**src/rtl/backlight_pkg.sv**
```systemverilog
`default_nettype none
// ============================================================================
//  Module      : backlight_pkg
//  Description : Shared constants and rx FSM encodings for the backlight
//                serial link (receiver and transmitter).
//  Revision    : 1.0 - initial release
// ============================================================================
package backlight_pkg;

    localparam int WORD_BITS    = 10;
    localparam int CH_PER_FRAME = 16;
    localparam int NUM_SCAN     = 3;
    localparam int CH_W         = $clog2(CH_PER_FRAME);
    localparam int SCAN_W       = 2;
    localparam int BIT_CNT_W    = $clog2(WORD_BITS + 1);

    typedef enum logic [1:0] {
        RX_IDLE     = 2'd0,
        RX_SHIFT    = 2'd1,
        RX_WAIT_LOW = 2'd2
    } rx_state_t;

    // Bank index of a one-hot scan strobe; caller guarantees one-hot input.
    function automatic logic [SCAN_W-1:0] scan_index(input logic [NUM_SCAN-1:0] oh);
        logic [SCAN_W-1:0] idx;
        idx = '0;
        for (int i = 0; i < NUM_SCAN; i++) begin
            if (oh[i]) idx = SCAN_W'(i);
        end
        return idx;
    endfunction

endpackage
`default_nettype wire

```
**src/rtl/backlight_spi_rx_if.sv**
```systemverilog
`default_nettype none
// ============================================================================
//  Module      : backlight_spi_rx_if
//  Description : Serial link, status and bank read-port bundle of the
//                backlight receiver.
//  Revision    : 1.0 - initial release
// ============================================================================
interface backlight_spi_rx_if;
    import backlight_pkg::*;

    logic                 hsync;
    logic                 sdin;
    logic                 sen;
    logic [NUM_SCAN-1:0]  qscan;
    logic [WORD_BITS-1:0] word_data;
    logic [CH_W-1:0]      word_ch;
    logic                 word_valid;
    logic                 frame_ready;
    logic                 commit;
    logic [SCAN_W-1:0]    commit_scan;
    logic                 word_err;
    logic                 frame_err;
    logic                 scan_err;
    logic [SCAN_W-1:0]    rd_scan;
    logic [CH_W-1:0]      rd_ch;
    logic [WORD_BITS-1:0] rd_data;

    modport master (
        output hsync, sdin, sen, qscan, rd_scan, rd_ch,
        input  word_data, word_ch, word_valid, frame_ready, commit, commit_scan,
        input  word_err, frame_err, scan_err, rd_data
    );

    modport slave (
        input  hsync, sdin, sen, qscan, rd_scan, rd_ch,
        output word_data, word_ch, word_valid, frame_ready, commit, commit_scan,
        output word_err, frame_err, scan_err, rd_data
    );

endinterface
`default_nettype wire

```
**src/rtl/bl_sync_edge.sv**
```systemverilog
`default_nettype none
// ============================================================================
//  Module      : bl_sync_edge
//  Description : 2-FF synchronizer with one extra history stage for edge
//                detection, width-parameterized.
//  Revision    : 1.0 - initial release
// ============================================================================
module bl_sync_edge #(
    parameter int WIDTH = 1
) (
    input  logic             clock,
    input  logic             reset,
    input  logic [WIDTH-1:0] d,
    output logic [WIDTH-1:0] q,
    output logic [WIDTH-1:0] q_d
);

    logic [WIDTH-1:0] r_meta;
    logic [WIDTH-1:0] r_sync;
    logic [WIDTH-1:0] r_prev;

    always_ff @(posedge clock or posedge reset) begin
        if (reset) begin
            r_meta <= '0;
            r_sync <= '0;
            r_prev <= '0;
        end else begin
            r_meta <= d;
            r_sync <= r_meta;
            r_prev <= r_sync;
        end
    end

    assign q   = r_sync;
    assign q_d = r_prev;

endmodule
`default_nettype wire

```
**src/rtl/backlight_spi_rx.sv**
```systemverilog
`default_nettype none
// ============================================================================
//  Module      : backlight_spi_rx
//  Description : Backlight serial receiver: deserializes 10-bit words into a
//                16-entry shadow frame and commits it to the scan-line bank.
//  Revision    : 1.0 - initial release
// ============================================================================
module backlight_spi_rx
    import backlight_pkg::*;
#(
    parameter int IDLE_TIMEOUT = 4096
) (
    input  logic               clock,
    input  logic               reset,
    backlight_spi_rx_if.slave  bus
);

    localparam int              c_TMR_W    = $clog2(IDLE_TIMEOUT + 1);
    localparam logic [c_TMR_W-1:0] c_TMR_LAST = c_TMR_W'(IDLE_TIMEOUT - 1);

    logic [2:0]          w_ser_q, w_ser_qd;
    logic [NUM_SCAN-1:0] w_qscan, w_qscan_d;

    bl_sync_edge #(.WIDTH(3)) u_sync_ser (
        .clock (clock),
        .reset (reset),
        .d     ({bus.hsync, bus.sen, bus.sdin}),
        .q     (w_ser_q),
        .q_d   (w_ser_qd)
    );

    bl_sync_edge #(.WIDTH(NUM_SCAN)) u_sync_qscan (
        .clock (clock),
        .reset (reset),
        .d     (bus.qscan),
        .q     (w_qscan),
        .q_d   (w_qscan_d)
    );

    logic w_bit_evt, w_sen, w_sdin;
    assign w_bit_evt = w_ser_q[2] & ~w_ser_qd[2];
    assign w_sen     = w_ser_q[1];
    assign w_sdin    = w_ser_q[0];
    wire   w_unused_ok = &{1'b0, w_ser_qd[1:0]};

    logic              w_qscan_edge, w_qscan_onehot;
    logic [SCAN_W-1:0] w_scan_idx;
    assign w_qscan_edge   = (w_qscan_d == '0) && (w_qscan != '0);
    assign w_qscan_onehot = $onehot(w_qscan);
    assign w_scan_idx     = scan_index(w_qscan);

    rx_state_t             r_state, w_state_nxt;
    logic [BIT_CNT_W-1:0]  r_bit_cnt;
    logic [WORD_BITS-1:0]  r_shift;
    logic [CH_W-1:0]       r_ch_cnt;
    logic                  r_frame_ready;
    logic [c_TMR_W-1:0]    r_timer;
    logic [WORD_BITS-1:0]  r_shadow [CH_PER_FRAME];
    logic [WORD_BITS-1:0]  r_bank   [NUM_SCAN][CH_PER_FRAME];

    logic [WORD_BITS-1:0]  r_word_data, r_rd_data;
    logic [CH_W-1:0]       r_word_ch;
    logic [SCAN_W-1:0]     r_commit_scan;
    logic                  r_word_valid, r_commit, r_word_err, r_frame_err, r_scan_err;

    logic w_accept, w_word_err, w_shift_en, w_bit_clr;
    logic w_idle_run, w_timeout;

    always_ff @(posedge clock or posedge reset) begin
        if (reset) r_state <= RX_IDLE;
        else       r_state <= w_state_nxt;
    end

    always_comb begin
        w_state_nxt = r_state;
        w_accept    = 1'b0;
        w_word_err  = 1'b0;
        w_shift_en  = 1'b0;
        w_bit_clr   = 1'b0;
        case (r_state)
            RX_IDLE: begin
                if (w_sen) begin
                    w_state_nxt = RX_SHIFT;
                    w_bit_clr   = 1'b1;
                end
            end
            RX_SHIFT: begin
                if (r_bit_cnt == BIT_CNT_W'(WORD_BITS)) begin
                    w_accept    = 1'b1;
                    w_state_nxt = RX_WAIT_LOW;
                end else if (!w_sen) begin
                    w_word_err  = (r_bit_cnt != '0);
                    w_state_nxt = RX_IDLE;
                end else if (w_bit_evt) begin
                    w_shift_en  = 1'b1;
                end
            end
            RX_WAIT_LOW: begin
                if (!w_sen) w_state_nxt = RX_IDLE;
            end
            default: w_state_nxt = RX_IDLE;
        endcase
    end

    // A partial frame left idle too long is abandoned; the shadow keeps its data.
    assign w_idle_run = (r_state == RX_IDLE) && !w_sen && (r_ch_cnt != '0);
    assign w_timeout  = w_idle_run && (r_timer == c_TMR_LAST);

    always_ff @(posedge clock or posedge reset) begin
        if (reset) begin
            r_bit_cnt     <= '0;
            r_shift       <= '0;
            r_ch_cnt      <= '0;
            r_frame_ready <= 1'b0;
            r_timer       <= '0;
            r_word_data   <= '0;
            r_word_ch     <= '0;
            r_word_valid  <= 1'b0;
            r_word_err    <= 1'b0;
            r_frame_err   <= 1'b0;
            r_scan_err    <= 1'b0;
            r_commit      <= 1'b0;
            r_commit_scan <= '0;
            r_rd_data     <= '0;
            for (int c = 0; c < CH_PER_FRAME; c++) r_shadow[c] <= '0;
            for (int s = 0; s < NUM_SCAN; s++)
                for (int c = 0; c < CH_PER_FRAME; c++) r_bank[s][c] <= '0;
        end else begin
            r_word_valid <= 1'b0;
            r_word_err   <= w_word_err;
            r_frame_err  <= 1'b0;
            r_scan_err   <= 1'b0;
            r_commit     <= 1'b0;

            if (w_bit_clr) begin
                r_bit_cnt <= '0;
            end else if (w_shift_en) begin
                r_shift   <= {r_shift[WORD_BITS-2:0], w_sdin};
                r_bit_cnt <= r_bit_cnt + 1'b1;
            end

            if (!w_idle_run || w_timeout) r_timer <= '0;
            else                          r_timer <= r_timer + 1'b1;

            if (w_accept) begin
                if (r_frame_ready) begin
                    r_frame_err <= 1'b1;
                end else begin
                    r_word_valid       <= 1'b1;
                    r_word_data        <= r_shift;
                    r_word_ch          <= r_ch_cnt;
                    r_shadow[r_ch_cnt] <= r_shift;
                    r_ch_cnt           <= r_ch_cnt + 1'b1;
                    if (r_ch_cnt == CH_W'(CH_PER_FRAME - 1)) r_frame_ready <= 1'b1;
                end
            end else if (w_timeout) begin
                r_frame_err <= 1'b1;
                r_ch_cnt    <= '0;
            end

            // Commit samples the pre-accept frame_ready, so a same-cycle 16th word waits.
            if (w_qscan_edge) begin
                if (!w_qscan_onehot) begin
                    r_scan_err <= 1'b1;
                end else if (r_frame_ready) begin
                    for (int s = 0; s < NUM_SCAN; s++) begin
                        if (SCAN_W'(s) == w_scan_idx) r_bank[s] <= r_shadow;
                    end
                    r_commit      <= 1'b1;
                    r_commit_scan <= w_scan_idx;
                    r_frame_ready <= 1'b0;
                end
            end

            if (bus.rd_scan < SCAN_W'(NUM_SCAN)) r_rd_data <= r_bank[bus.rd_scan][bus.rd_ch];
            else                                 r_rd_data <= '0;
        end
    end

    assign bus.word_data   = r_word_data;
    assign bus.word_ch     = r_word_ch;
    assign bus.word_valid  = r_word_valid;
    assign bus.frame_ready = r_frame_ready;
    assign bus.commit      = r_commit;
    assign bus.commit_scan = r_commit_scan;
    assign bus.word_err    = r_word_err;
    assign bus.frame_err   = r_frame_err;
    assign bus.scan_err    = r_scan_err;
    assign bus.rd_data     = r_rd_data;

endmodule
`default_nettype wire

```
**src/flat_wrapper.sv**
```systemverilog
// flat-port wrapper written by rule: the top's interface ports become plain ports
module backlight_spi_rx_flat import backlight_pkg::*;
#(
    parameter int IDLE_TIMEOUT = 4096
)
  (clock, reset, bus_hsync, bus_sdin, bus_sen, bus_qscan, bus_rd_scan, bus_rd_ch, bus_word_data, bus_word_ch, bus_word_valid, bus_frame_ready, bus_commit, bus_commit_scan, bus_word_err, bus_frame_err, bus_scan_err, bus_rd_data);
  backlight_spi_rx_if bus_i ();
  input  logic clock;
  input  logic reset;
  input wire logic [$bits(bus_i.hsync)-1:0] bus_hsync;
  input wire logic [$bits(bus_i.sdin)-1:0] bus_sdin;
  input wire logic [$bits(bus_i.sen)-1:0] bus_sen;
  input wire logic [$bits(bus_i.qscan)-1:0] bus_qscan;
  input wire logic [$bits(bus_i.rd_scan)-1:0] bus_rd_scan;
  input wire logic [$bits(bus_i.rd_ch)-1:0] bus_rd_ch;
  output wire logic [$bits(bus_i.word_data)-1:0] bus_word_data;
  output wire logic [$bits(bus_i.word_ch)-1:0] bus_word_ch;
  output wire logic [$bits(bus_i.word_valid)-1:0] bus_word_valid;
  output wire logic [$bits(bus_i.frame_ready)-1:0] bus_frame_ready;
  output wire logic [$bits(bus_i.commit)-1:0] bus_commit;
  output wire logic [$bits(bus_i.commit_scan)-1:0] bus_commit_scan;
  output wire logic [$bits(bus_i.word_err)-1:0] bus_word_err;
  output wire logic [$bits(bus_i.frame_err)-1:0] bus_frame_err;
  output wire logic [$bits(bus_i.scan_err)-1:0] bus_scan_err;
  output wire logic [$bits(bus_i.rd_data)-1:0] bus_rd_data;
  assign bus_i.hsync = bus_hsync;
  assign bus_i.sdin = bus_sdin;
  assign bus_i.sen = bus_sen;
  assign bus_i.qscan = bus_qscan;
  assign bus_i.rd_scan = bus_rd_scan;
  assign bus_i.rd_ch = bus_rd_ch;
  assign bus_word_data = bus_i.word_data;
  assign bus_word_ch = bus_i.word_ch;
  assign bus_word_valid = bus_i.word_valid;
  assign bus_frame_ready = bus_i.frame_ready;
  assign bus_commit = bus_i.commit;
  assign bus_commit_scan = bus_i.commit_scan;
  assign bus_word_err = bus_i.word_err;
  assign bus_frame_err = bus_i.frame_err;
  assign bus_scan_err = bus_i.scan_err;
  assign bus_rd_data = bus_i.rd_data;
  backlight_spi_rx #(.IDLE_TIMEOUT(IDLE_TIMEOUT)) u_core (.clock(clock), .reset(reset), .bus(bus_i));
endmodule
```
**config.mk**
```make
export PLATFORM = sky130hd
export DESIGN_NAME = backlight_spi_rx_flat
export DESIGN_NICKNAME = d
export VERILOG_FILES = /design/src/rtl/backlight_pkg.sv /design/src/rtl/backlight_spi_rx_if.sv /design/src/rtl/bl_sync_edge.sv /design/src/rtl/backlight_spi_rx.sv /design/src/flat_wrapper.sv
export SDC_FILE = /design/constraint.sdc
export NUM_CORES = 1
export LEC_CHECK = 0
export ABC_AREA = 1
export BUFFER_PORTS_ARGS = -buffer_cell sky130_fd_sc_hd__buf_2
export CAP_MARGIN = 40
export CORE_UTILIZATION = 40
export DETAILED_ROUTE_END_ITERATION = 6
export HOLD_SLACK_MARGIN = 0.02
export PLACE_DENSITY_LB_ADDON = 0.12
export SETUP_SLACK_MARGIN = 0.02
export SKIP_LAST_GASP = 1
export SLEW_MARGIN = 25
export SYNTH_ARGS = -nofsm -noshare
export SYNTH_HDL_FRONTEND = slang
export SYNTH_SLANG_ARGS = --single-unit
```
**constraint.sdc**
```tcl
create_clock -name clock -period 54 [get_ports clock]
set_clock_uncertainty 0.1 [all_clocks]
set_input_delay 10.8 -clock clock [delete_from_list [all_inputs] [get_ports clock]]
set_output_delay 10.8 -clock clock [all_outputs]
set_load 0.02 [all_outputs]
```
==> flow_summary.ini, run 1 <==
[clocking]
cts_buffers = 80
cts_resized = 0
htreeDepth = 3
post-cts-setup-buffers = 0
cts_buffer_depth = 3
clkTransAtPathRegs_ps = 60
root_buffer = clkbuf_16
clock_latency_ps = 620
cts_tree = built
hold_buffers = 0
cts.sinks = 721

[critical_path]
slowest_stage = nor2_4
cp.required_ps = 54390
cpMostUsedCell = nand3_1
critPathMaxFanout = 54
worstPathCellList = buf_6, nor2_4, buf_4, buf_4, nand3_1, nand4_1, nand3_1, nand3_1, a21oi_1
crit_path_end_kind = flip-flop
cpLargestDelayFamily = buffers and inverters
worstPathArrival_ps = 13510
critical_path.max_stage_delay_ps = 590
critPathBufInv = 3
cp-start-kind = input port
path_class = input port to flip-flop

[drt]
wirelength_um = 87300
postRouteAntennaNets = 0
dr.pass1.iters = 5
drt_iter0_drc = 1940
remaining_drc_errors = 0
avgViaCountPerCell = 4.85
num_vias = 24500
avgRoutedWirePerCell_um = 17.3

[sta]
worst_slew_pin_slew_ps = 953
fin_tns_setup_ps = 0
hold_violations = 0
setup_viol = 0
fin_hold_ws_ps = 245
rsz0062_at_grt = no
drv_slew = 0
post-route-period-util = 0.243
fmax_ghz = 0.0763
period_needed_ps = 13110
relSlewSlack = 0.365

[yosys]
yosysTopAreaCellShare = 0.565
synthesis.instances = 4006
synth.largest_area_cell = dfrtp_1
dominantRegCellSynth = dfrtp_1
synth_cell_types = 33
ys_top_cells_by_count = 1461 x nand2_1, 721 x dfrtp_1, 529 x inv_1
synth_nets = 4029
synth_most_common_cell = nand2_1
syn_area_um2 = 31900
synth_area_leaders = dfrtp_1 56%, nand2_1 17%, o21ai_1 6.5%, inv_1 6.2%, o21ai_0 4.7%
synth_warnings = 0
syn_avg_cell_area_um2 = 7.97
async_flop_share = 1.00
synth-seq-area-share = 0.565
synth_edf_count = 0
ys_seq_elements = 721

[global_routing]
use_met2 = 0.362
grt_pass1_wl_um = 140000
grt_util_met1 = 0.308
grt_overflow = 0
grt_max_degree = 233
grt_use_total = 0.221
use_met3 = 0.0281
antenna_found_initial = 0
busiest_layer = met2
first_global_vias = 23900

[pwr]
p_leak_nw = 16.3
p_sw_w = 0.000278
pwr-share-seq = 0.476
swShare = 0.242
power_frac_clock = 0.463
pwr-share-comb = 0.061
intPower_w = 0.000869
powerDensity_nw_per_um2 = 31.9
ir_worst_vdd_v = 0.0000269

[floorplan]
io_pins = 46
core_area_um2 = 79000
die_w_um = 285
dieArea_um2 = 81000
start_util = 0.404
rows = 103
die_y_um = 285

[layout]
n_antenna_cell = 0
nets = 3974
syn2layout_area_growth_pct = 12.5
layout-drive-gt1-share = 0.0626

[outcome]
outcome = complete, no violations

[placement]
port-buffer-count = 45
gp_congestion = 0.752
dpl.hpwl_um = 51000

[flow_run]
drv_cap = 0

[worst_hold_path]
hp-class = flip-flop to flip-flop
[per-layer routing]
layer  vias to the layer above  wire length [um]  part of all wire
li1                      12400                 -                 -
met1                     11600             41700              0.48
met2                       391             40400              0.46
met3                       112              3410             0.039
met4                         0              1780             0.020
met5                         -                 0                 0
[flip-flops by register name (all words and copies together) (netlist names), 2 cells and up]
name	cells
u_core.u_sync_ser.r_meta	3
u_core.u_sync_qscan.q_d	3
u_core.bus.rd_data	10
u_core.r_bank	480
u_core.u_sync_qscan.r_meta	3
u_core.r_timer	13
u_core.r_shift	10
u_core.u_sync_ser.q	3
u_core.bus.commit_scan	2
u_core.bus.word_data	10
u_core.r_ch_cnt	4
u_core.bus.word_ch	4
u_core.r_shadow	160
u_core.u_sync_qscan.q	3
u_core.r_bit_cnt	4
u_core.r_state	2
[path summary, 6_finish.rpt]
path | from | end | slack, ps | cells after the start
max | bus_rd_scan[0] | u_core.bus.rd_data[4]$_DFF_PP0_ | 40890 | 9
min in group asynchronous | reset | u_core.r_shadow[131]$_DFFE_PP0P_ | 10020 | 2
max reg2reg | u_core.u_sync_qscan.q[2]$_DFF_PP0_ | u_core.r_bank[213]$_DFFE_PP0P_ | 50510 | 11
min | u_core.u_sync_qscan.r_meta[2]$_DFF_PP0_ | u_core.u_sync_qscan.q[2]$_DFF_PP0_ | 250 | 0
min reg2reg | u_core.u_sync_qscan.r_meta[2]$_DFF_PP0_ | u_core.u_sync_qscan.q[2]$_DFF_PP0_ | 250 | 0
max in group asynchronous | reset | u_core.bus.rd_data[7]$_DFF_PP0_ | 41650 | 7
[final cells by class]
class,count,area (um2)
clock buffers,121,2390
clock inverters,17,134
fillers,7954,43100
inverters,536,2020
multi-input cells,2503,10900
flip-flops and latches,721,18000
well taps,1050,1310
repair buffers,109,1110
[layout by cell type, fill, tap and decap left out, types with 19 or more instances in the layout]
cell,synthesis,final
nand2_1,1461,1458
dfrtp_1,721,721
inv_1,529,524
o21ai_1,416,416
o21ai_0,302,302
nand3_1,155,152
clkbuf_16,0,82
nor2_1,50,49
nand4_1,44,44
buf_2,86,42
buf_4,2,36
a21oi_1,34,34
clkbuf_1,130,20
clkbuf_8,0,19
[power by group through the flow]
| stage | Sequential, W | Clock, W | Combinational (W) |
|---|---|---|---|
| floorplan | 0.000556 | 0 | 0.0000395 |
| global placement | 0.000555 | 0 | 0.0000686 |
| detailed placement | 0.000555 | 0 | 0.0000712 |
| CTS | 0.000545 | 0.000544 | 0.0000714 |
| global route | 0.000545 | 0.000565 | 0.0000783 |
| finish | 0.000545 | 0.000531 | 0.0000703 |
[kinds of logic after synthesis]
logic type                 after synthesis  synth area share
xor gates and xnor gates                 6           0.00165
DFF                                    721             0.565
buffers and inverters                  782            0.0955
and+or+nand+nor                       1729             0.215
AOI/OAI and AO/OA                      759             0.120
adders and majority gates                9           0.00376
[through the flow]
step                std cells  setup WS, ps  instance area [um2]   util  power, W
global placement         4895         40260                32900  0.416  0.000624
finish                   5057         40890                35900  0.455   0.00115
CTS                      5049         40900                35700  0.452   0.00116
detailed placement       4911         40230                33200  0.420  0.000626
floorplan                4006         22870                31900      -  0.000595
global route             5057         40820                35900  0.455   0.00119
(Power assumes the default switching activity.)
==> run 2, diff against run 1 <==
==> constraint.sdc (replaced) <==
create_clock -name clock -period 10.6 [get_ports clock]
set_clock_uncertainty 0.1 [all_clocks]
set_input_delay 2.12 -clock clock [delete_from_list [all_inputs] [get_ports clock]]
set_output_delay 2.12 -clock clock [all_outputs]
set_load 0.02 [all_outputs]
==> flow_summary.ini, run 2 (same netlist as run 1, synthesis figures left out) <==
[outcome]
outcome = complete, no violations

[floorplan]
rows = 103
die_w_um = 285
start_util = 0.404
core_area_um2 = 79000
die_y_um = 285
io_pins = 46
dieArea_um2 = 81000

[layout]
n_antenna_cell = 0
multi_input_area_um2 = 10900
reg_top3 = u_core.r_bank: 480 flops, u_core.r_shadow: 160 flops, u_core.r_timer: 13 flops
largest-register = u_core.r_bank
layout_commonest_cell = nand2_1
largest_reg_flops = 480
final_cells = 5070
fillCellCount = 7977
syn2layout_area_growth_pct = 13.3
register_area_um2 = 18000
fin_area_um2 = 36200
nets = 3981
post-route-util = 0.458
most-common-layout-cells = 1460 x nand2_1, 721 x dfrtp_1, 526 x inv_1, 416 x o21ai_1, 302 x o21ai_0
layout-drive-gt1-share = 0.0662

[sta]
rsz0062_at_grt = no
fmax_ghz = 0.241
hold_violations = 0
post-route-period-util = 0.392
drv_slew = 0
worst_slew_pin_slew_ps = 1000
period_needed_ps = 4160
fin_hold_ws_ps = 239
setup_viol = 0
relSlewSlack = 0.333

[global_routing]
first_global_vias = 24300
grt_pass1_wl_um = 141000
grt_overflow = 0
grt_max_degree = 155
antenna_found_initial = 0
grt_use_total = 0.222

[drt]
wl_met2_um = 40000
dr.pass1.iters = 5
top_layer = met4
avgViaCountPerCell = 4.84
avgRoutedWirePerCell_um = 17.1
postRouteAntennaNets = 0
drt_iter0_drc = 1972
remaining_drc_errors = 0
met1Wirelength_um = 41500
wl_met3_um = 3230
num_vias = 24500
wirelength_um = 86900

[clocking]
hold_buffers = 0
clock_latency_ps = 620
cts.sinks = 721
cts_buffer_depth = 3
cts_buffers = 82
root_buffer = clkbuf_16
post-cts-setup-buffers = 0
cts_tree = built
htreeDepth = 3
clkTransAtPathRegs_ps = 60
cts_resized = 0

[pwr]
power_frac_clock = 0.478
p_leak_nw = 16.5
pwr-share-comb = 0.059
powerDensity_nw_per_um2 = 166
swShare = 0.238
ir_worst_vdd_v = 0.000135
p_total_w = 0.00600
p_sw_w = 0.00143
intPower_w = 0.00457
pwr-share-seq = 0.463

[worst_hold_path]
worstHoldStart = u_core.u_sync_ser.r_meta[1]$_DFF_PP0_
hp-class = flip-flop to flip-flop
min_to = u_core.u_sync_ser.q[1]$_DFF_PP0_
whs_path_depth = 0

[critical_path]
worstPathCellList = buf_6, buf_4, inv_1, buf_4, nor2_1, o21ai_0, nand4_1, nand3_1, nand3_1, a21oi_1
critPathMaxFanout = 55
cp-start-kind = input port
critical_path.max_stage_delay_ps = 750
cp.required_ps = 10980
rr_worst_depth = 12
worstReg2RegStart = u_core.u_sync_qscan.q[2]$_DFF_PP0_
slowest_stage = buf_4
cpLargestDelayFamily = buffers and inverters
path_class = input port to flip-flop
r2r-end = u_core.r_bank[6]$_DFFE_PP0P_
crit_path_end_kind = flip-flop
critPathBufInv = 4
r2r_slack_ps = 6790
worstPathArrival_ps = 4540

[placement]
gp_congestion = 0.772
dp.cells = 4920
place_area_um2 = 33400
dpl.hpwl_um = 53100
port-buffer-count = 45

[flow_run]
drv_cap = 0
run 2: final cells by class:
| cell class | instances | area share |
|---|---|---|
| clock inverters | 23 | 0.00712 |
| flip-flops and latches | 721 | 0.498 |
| clock buffers | 123 | 0.0679 |
| well taps | 1050 | 0.0363 |
| repair buffers | 114 | 0.0330 |
| multi-input cells | 2503 | 0.301 |
| inverters | 536 | 0.0558 |
run 2: routing by layer:
| layer | vias to the layer above | global-route usage |
|---|---|---|
| met5 | - | 0 |
| met4 | 0 | 0.0680 |
| met3 | 111 | 0.0290 |
| met2 | 416 | 0.362 |
| met1 | 11600 | 0.307 |
| li1 | 12400 | - |
run 2: power by group through the flow:
stage,clock [W],sequential (W),combinational [W]
2_1_floorplan,0,0.00283,0.000201
3_3_place_gp,0,0.00283,0.000345
3_5_place_dp,0,0.00283,0.000363
4_1_cts,0.00295,0.00278,0.000364
5_1_grt,0.00305,0.00278,0.000399
6_report,0.00287,0.00278,0.000355
run 2: worst max path at each step:
stage / start / slack (ps) / to / depth (start not counted)
5_1_grt: bus_rd_scan[1] / 6230 / u_core.bus.rd_data[3]$_DFF_PP0_ / 12
3_5_place_dp: bus_rd_ch[0] / 5680 / u_core.bus.rd_data[4]$_DFF_PP0_ / 9
6_report: bus_rd_scan[0] / 6440 / u_core.bus.rd_data[9]$_DFF_PP0_ / 10
3_3_place_gp: bus_rd_scan[1] / 5580 / u_core.bus.rd_data[4]$_DFF_PP0_ / 8
4_1_cts: bus_rd_ch[0] / 6360 / u_core.bus.rd_data[4]$_DFF_PP0_ / 9
2_1_floorplan: reset / -1500 / u_core.bus.commit$_DFF_PP0_ / 1
run 2: metrics by stage:
step                      worst slack (ps)  setup TNS, ps
after floorplan                      -1500       -1078410
after global placement                5580              0
after detailed placement              5680              0
after CTS                             6360              0
after global routing                  6230              0
final                                 6440              0
run 2: worst reg2reg max path, delay by kind of cell, from the launching register on:
kind | cells | cell delay [ps]
simple gates | 4 | 1130
fa+ha+maj | 1 | 440
flops | 1 | 470
buf+inv | 6 | 1480
compound gates | 1 | 70
